`src/rtl/processador_param.sv`:
```
// rtl/processador_param.sv - multi-cycle fetch/execute core with loadable program memory
// Runs free or one instruction per step edge; results and flags drive the display/LEDs.
module processador_param #(
    parameter int WIDTH = 4,
    parameter int PC_W  = 3
) (
    input  logic                 clk,
    input  logic                 rst,
    input  logic                 run_mode,
    input  logic                 start,
    input  logic                 step,
    input  logic                 prog_we,
    input  logic [PC_W-1:0]      prog_addr,
    input  logic [WIDTH+7:0]     prog_data,
    output logic [2*WIDTH-1:0]   result,
    output logic                 carry,
    output logic                 neg,
    output logic                 zero,
    output logic [PC_W-1:0]      pc,
    output logic [1:0]           state,
    output logic                 halted,
    output logic                 busy
);
    localparam int IW    = WIDTH + 8;
    localparam int DEPTH = 1 << PC_W;

    typedef enum logic [1:0] {
        ST_IDLE  = 2'd0,
        ST_FETCH = 2'd1,
        ST_EXEC  = 2'd2,
        ST_WAIT  = 2'd3
    } state_t;

    localparam logic [3:0] OP_LDI  = 4'h1;
    localparam logic [3:0] OP_ADD  = 4'h2;
    localparam logic [3:0] OP_SUB  = 4'h3;
    localparam logic [3:0] OP_AND  = 4'h4;
    localparam logic [3:0] OP_OR   = 4'h5;
    localparam logic [3:0] OP_XOR  = 4'h6;
    localparam logic [3:0] OP_MUL  = 4'h7;
    localparam logic [3:0] OP_JMP  = 4'h8;
    localparam logic [3:0] OP_JZ   = 4'h9;
    localparam logic [3:0] OP_OUT  = 4'hA;
    localparam logic [3:0] OP_HALT = 4'hF;

    state_t             state_q;
    state_t             state_d;
    logic [IW-1:0]      mem [DEPTH];
    logic [IW-1:0]      ir;
    logic [WIDTH-1:0]   regs [4];
    logic               step_q;
    logic               step_rise;

    logic [3:0]         op;
    logic [1:0]         rd_idx;
    logic [1:0]         rs_idx;
    logic [WIDTH-1:0]   imm;
    logic [WIDTH-1:0]   rd_val;
    logic [WIDTH-1:0]   rs_val;
    logic [WIDTH:0]     sum;
    logic [WIDTH-1:0]   diff;
    logic [2*WIDTH-1:0] prod;
    logic [WIDTH-1:0]   alu_val;
    logic               alu_wr;
    logic [PC_W-1:0]    jmp_target;
    logic [PC_W-1:0]    pc_next;

    assign op         = ir[IW-1 -: 4];
    assign rd_idx     = ir[WIDTH+3 -: 2];
    assign rs_idx     = ir[WIDTH+1 -: 2];
    assign imm        = ir[WIDTH-1:0];
    assign rd_val     = regs[rd_idx];
    assign rs_val     = regs[rs_idx];
    assign sum        = {1'b0, rd_val} + {1'b0, rs_val};
    assign diff       = rd_val - rs_val;
    assign prod       = {{WIDTH{1'b0}}, rd_val} * {{WIDTH{1'b0}}, rs_val};
    assign jmp_target = PC_W'(imm);
    assign step_rise  = step && !step_q;

    always_comb begin
        alu_val = '0;
        alu_wr  = 1'b0;
        case (op)
            OP_ADD: begin alu_val = sum[WIDTH-1:0];  alu_wr = 1'b1; end
            OP_SUB: begin alu_val = diff;            alu_wr = 1'b1; end
            OP_AND: begin alu_val = rd_val & rs_val; alu_wr = 1'b1; end
            OP_OR:  begin alu_val = rd_val | rs_val; alu_wr = 1'b1; end
            OP_XOR: begin alu_val = rd_val ^ rs_val; alu_wr = 1'b1; end
            OP_MUL: begin alu_val = prod[WIDTH-1:0]; alu_wr = 1'b1; end
            default: ;
        endcase
    end

    always_comb begin
        pc_next = pc + 1'b1;
        if (op == OP_JMP || (op == OP_JZ && zero)) begin
            pc_next = jmp_target;
        end
    end

    always_comb begin
        state_d = state_q;
        case (state_q)
            ST_IDLE:  if (start) state_d = ST_FETCH;
            ST_FETCH: state_d = ST_EXEC;
            ST_EXEC: begin
                if (op == OP_HALT)  state_d = ST_IDLE;
                else if (run_mode)  state_d = ST_FETCH;
                else                state_d = ST_WAIT;
            end
            ST_WAIT:  if (step_rise) state_d = ST_FETCH;
            default:  state_d = ST_IDLE;
        endcase
    end

    always_ff @(posedge clk or negedge rst) begin
        if (!rst) begin
            state_q <= ST_IDLE;
        end else begin
            state_q <= state_d;
        end
    end

    // Program memory is deliberately outside the reset domain so a board reset keeps the program.
    always_ff @(posedge clk) begin
        if (prog_we && (state_q == ST_IDLE || halted)) begin
            mem[prog_addr] <= prog_data;
        end
    end

    always_ff @(posedge clk or negedge rst) begin
        if (!rst) begin
            pc     <= '0;
            ir     <= '0;
            result <= '0;
            carry  <= 1'b0;
            neg    <= 1'b0;
            zero   <= 1'b0;
            halted <= 1'b0;
            step_q <= 1'b0;
            for (int i = 0; i < 4; i++) begin
                regs[i] <= '0;
            end
        end else begin
            step_q <= step;
            case (state_q)
                ST_IDLE: begin
                    if (start) begin
                        pc     <= '0;
                        halted <= 1'b0;
                    end
                end
                ST_FETCH: ir <= mem[pc];
                ST_EXEC: begin
                    // HALT freezes pc so the display keeps showing where execution stopped.
                    if (op == OP_HALT) halted <= 1'b1;
                    else               pc     <= pc_next;
                    if (op == OP_LDI) regs[rd_idx] <= imm;
                    if (alu_wr) begin
                        regs[rd_idx] <= alu_val;
                        zero         <= (alu_val == '0);
                    end
                    if (op == OP_ADD) carry  <= sum[WIDTH];
                    if (op == OP_SUB) neg    <= (rs_val > rd_val);
                    if (op == OP_MUL) result <= prod;
                    if (op == OP_OUT) result <= {{WIDTH{1'b0}}, rd_val};
                end
                default: ;
            endcase
        end
    end

    assign state = state_q;
    assign busy  = (state_q != ST_IDLE) && !halted;

endmodule

```
`config.mk`:
```
export PLATFORM = sky130hd
export DESIGN_NAME = processador_param
export DESIGN_NICKNAME = d
export VERILOG_FILES = /design/src/rtl/processador_param.sv
export SDC_FILE = /design/constraint.sdc
export NUM_CORES = 1
export LEC_CHECK = 0
export CELL_PAD_IN_SITES_DETAIL_PLACEMENT = 2
export CELL_PAD_IN_SITES_GLOBAL_PLACEMENT = 2
export CORE_ASPECT_RATIO = 2
export CORE_MARGIN = 2
export CORE_UTILIZATION = 46
export DETAILED_ROUTE_END_ITERATION = 8
export GPL_ROUTABILITY_DRIVEN = 1
export GPL_TIMING_DRIVEN = 0
export PLACE_DENSITY = 0.92
export SETUP_SLACK_MARGIN = 0.02
export SYNTH_ARGS = -nofsm -noshare
export SYNTH_HDL_FRONTEND = slang
export SYNTH_SLANG_ARGS = --single-unit
```
`constraint.sdc`:
```
create_clock -name clk -period 9.66 [get_ports clk]
set_input_delay 2.898 -clock clk [delete_from_list [all_inputs] [get_ports clk]]
set_output_delay 2.898 -clock clk [all_outputs]
set_load 0.02 [all_outputs]
```
==> load_flow_metrics.sql <==
INSERT INTO impl_metrics (metric_group, metric, value, unit) VALUES
('status', 'result_of_the_run', 'completed', ''),
('clocking', 'cts.reportedPaths.clkPinSlew', '0.07', 'ns'),
('job', 'drv_cap', '0', ''),
('global_routing', 'global_route_wire_length_before_repair', '35690', 'microns'),
('clocking', 'number_of_buffers_inserted_by_post_cts_setup_repair', '0', ''),
('yosys', 'synth.top_cell.area_share', '40.81', '%'),
('worst_setup_path', 'endpoint_kind', 'output pin', ''),
('clocking', 'cts-hold-fix-buffers', '0', ''),
('worst_setup_path', 'critPathMaxFanout', '5', ''),
('route', 'detailroute.via_count', '4861', ''),
('floorplanning', 'die_area', '0.01642', 'sq mm'),
('timing', 'worst_slew_margin_rel', '10.03', '%'),
('cells_and_area', 'layout-drive-gt1-share', '18.48', '%'),
('route', 'drtAntennaViolNets', '0', ''),
('route', 'first_pass_iters', '5', ''),
('floorplanning', 'fp.dieW', '91.63', 'microns'),
('worst_setup_path', 'crit_path_start_kind', 'flop', ''),
('global_routing', 'maximum_number_of_pins_on_one_net_before_global_route_repair', '35', ''),
('placed_design', 'gpl.final_weighted_congestion', '0.8238', ''),
('floorplanning', 'placement_rows', '64', ''),
('yosys', 'synthTopCellsByCount', 'edfxtp_1 (96), nor2_1 (58), dfrtp_1 (46)', ''),
('clocking', 'clkLatencyLatePin', '0.44', 'ns'),
('clocking', 'cts_tree', 'done', ''),
('power', 'ir_worst_vdd', '0.1771', 'mV'),
('route', 'drcViolationCount', '0', ''),
('yosys', 'netlist.top_cell.by_area', 'edfxtp_1', ''),
('route', 'viasPerCell', '6.256', ''),
('yosys', 'async_reset_ff_share', '32.39', '%'),
('yosys', 'synth_cell_types', '61', ''),
('timing', 'achievable-frequency', '202.5', 'MHz'),
('timing', 'finalMaxSlewViolations', '0', ''),
('hold_path', 'min_path_type', 'flop to flop', ''),
('clocking', 'clockRootBuffer', 'clkbuf_16', ''),
('yosys', 'ys_ff_latch', '142', ''),
('clocking', 'htreeDepth', '4', ''),
('power', 'leakagePower', '3.085', 'nW'),
('floorplanning', 'die_span_y', '179.3', 'microns'),
('clocking', 'cts_repair_resize_count', '0', ''),
('yosys', 'synth_area_leaders', 'edfxtp_1 (41%), dfrtp_1 (16%), mux4_2 (11%), ha_1 (5.1%), nor2_1 (3.1%)', ''),
('floorplanning', 'ios', '39', ''),
('cells_and_area', 'layout-area-overhead-vs-synth', '18.07', '%'),
('yosys', 'post_synth_net_total', '562', ''),
('power', 'power.total', '0.003002', 'W'),
('placed_design', 'placement_cell_area', '0.007740', 'sq mm'),
('timing', 'slew_at_the_pin_closest_to_its_max_slew_limit', '1.345', 'ns'),
('yosys', 'mappedNetlistArea', '0.007064', 'sq mm'),
('floorplanning', 'floorplan.initialDensity', '46.68', '%'),
('hold_path', 'min_delay_path_depth', '2', ''),
('power', 'power.switching', '0.001305', 'W'),
('yosys', 'postSynthCellCount', '506', ''),
('timing', 'worst_clock_skew', '0.01573', 'ns'),
('clocking', 'clock_sinks', '142', ''),
('yosys', 'yosys_warnings', '0', ''),
('cells_and_area', 'finish.instance_area', '0.008341', 'sq mm'),
('cells_and_area', 'n_antenna_cell', '0', ''),
('global_routing', 'grt_remaining_overflow', '0', ''),
('power', 'p_int', '0.001697', 'W'),
('placed_design', 'placed_wire_length_estimate_after_detailed_placement', '15540', 'microns'),
('yosys', 'synth-edff-count', '96', ''),
('global_routing', 'global_route.usage.total', '30.40', '%'),
('timing', 'final.min_clock_period', '4.938', 'ns'),
('yosys', 'synth-main-ff-cell', 'edfxtp_1', ''),
('power', 'powerDensity', '359.9', 'mW/mm^2'),
('global_routing', 'antenna_found_initial', '0', ''),
('worst_setup_path', 'r2r.worst_path.cells', '13', ''),
('route', 'routed_wl', '23730', 'microns'),
('timing', 'report.final.hold_viol_count', '0', ''),
('worst_setup_path', 'critPathRequiredTime', '6.76', 'ns'),
('timing', 'setup_violating_endpoint_count_in_the_final_report', '0', ''),
('yosys', 'most_frequent_cell_after_synthesis', 'edfxtp_1', ''),
('placed_design', 'port-buffer-count', '38', '');
-- path summary, 6_finish.rpt --
| kind | start | to |
|---|---|---|
| setup / recovery | state[0] | busy |
| hold / removal | neg | neg |
| setup reg to reg | ir[6] | zero |
| hold reg to reg | neg | neg |
| max in group asynchronous | rst | halted |
| min in group asynchronous | rst | result[0] |
-- metrics by stage --
step / util [%] / setup slack [ns] / std cells / hold slack, ns
3_3_place_gp: 50.83 / 3.728 / 742 / 0.4658
5_1_grt: 55.11 / 4.604 / 777 / 0.5214
2_1_floorplan: - / 4.987 / 506 / 0.4866
4_1_cts: 55.03 / 4.640 / 777 / 0.4939
6_report: 55.11 / 4.722 / 777 / 0.4905
3_5_place_dp: 51.14 / 4.115 / 745 / 0.4803
-- power by group through the flow --
| stage | logic (W) | clock network [W] | registers (W) |
|---|---|---|---|
| floorplan | 0.000900 | 0 | 0.000852 |
| global placement | 0.00126 | 0 | 0.000849 |
| detailed placement | 0.00137 | 0 | 0.000868 |
| CTS | 0.00145 | 0.000682 | 0.000862 |
| global route | 0.00156 | 0.000697 | 0.000874 |
| finish | 0.00146 | 0.000677 | 0.000865 |
-- state kept, by name, summed over array words and instances, names as in the netlist --
register and flops:
halted 1, ir 12, step_q 1, zero 1
state 2, neg 1, carry 1, pc 3
regs 16, mem 96, result 8
-- layer usage --
metal	GRT usage, %	share of wire (%)	up-vias
li1	-	-	2042
met1	35.03	37	2568
met4	15.85	4.8	0
met5	0	0	-
met2	54.35	54	177
met3	4.372	3.5	74
-- worst max-delay path, stage by stage, from the launching register on --
cell and delay [ns]:
dfrtp_1 0.41, inv_1 0.11, ha_1 0.28, nor2_1 0.17, clkdlybuf4s50_1 0.63
-- logic make-up (layout without fill, tap and decap cells) --
logic type      count (synthesis)  in the layout  synth area share [%]
fa+ha+maj                      35             35                 6.837
flops                         142            142                 57.10
simple gates                  123            123                 9.334
compound gates                106            106                 9.794
xor+xnor                        6              6                0.7439
buf+inv                        43            116                 3.117
mux                            51             51                 13.07
-- layout make-up --
type / instances / area, sq um
Clock inverter: 14 / 158.9
Clock buffer: 18 / 429.2
Timing Repair Buffer: 41 / 417.9
Inverter: 19 / 71.32
Fill cell: 1374 / 6794
Tap cell: 198 / 247.7
Multi-Input combinational cell: 321 / 2833
Sequential cell: 142 / 4034
Buffer: 24 / 148.9
-- cell usage in the layout (no fill, tap or decap), drive strengths merged, types with 3 or more instances in the layout --
cell type       n
mux2i          18
ha             29
or3b            3
nand2          19
clkdlybuf4s50  37
a21boi          4
o2bb2ai         5
mux4           33
buf            18
a31oi           4
clkbuf         28
edfxtp         96
nor2b           4
o21ai          12
o21bai          3
a21o            4
a21oi          39
fa              6
o22ai          17
a211oi          3
dfrtp          46
o31ai           4
nand3           8
nand2b         11
xnor2           4
inv            24
nor2           58
nor3            4
clkinv          5
No activity file was read; power rests on OpenSTA's default activity.
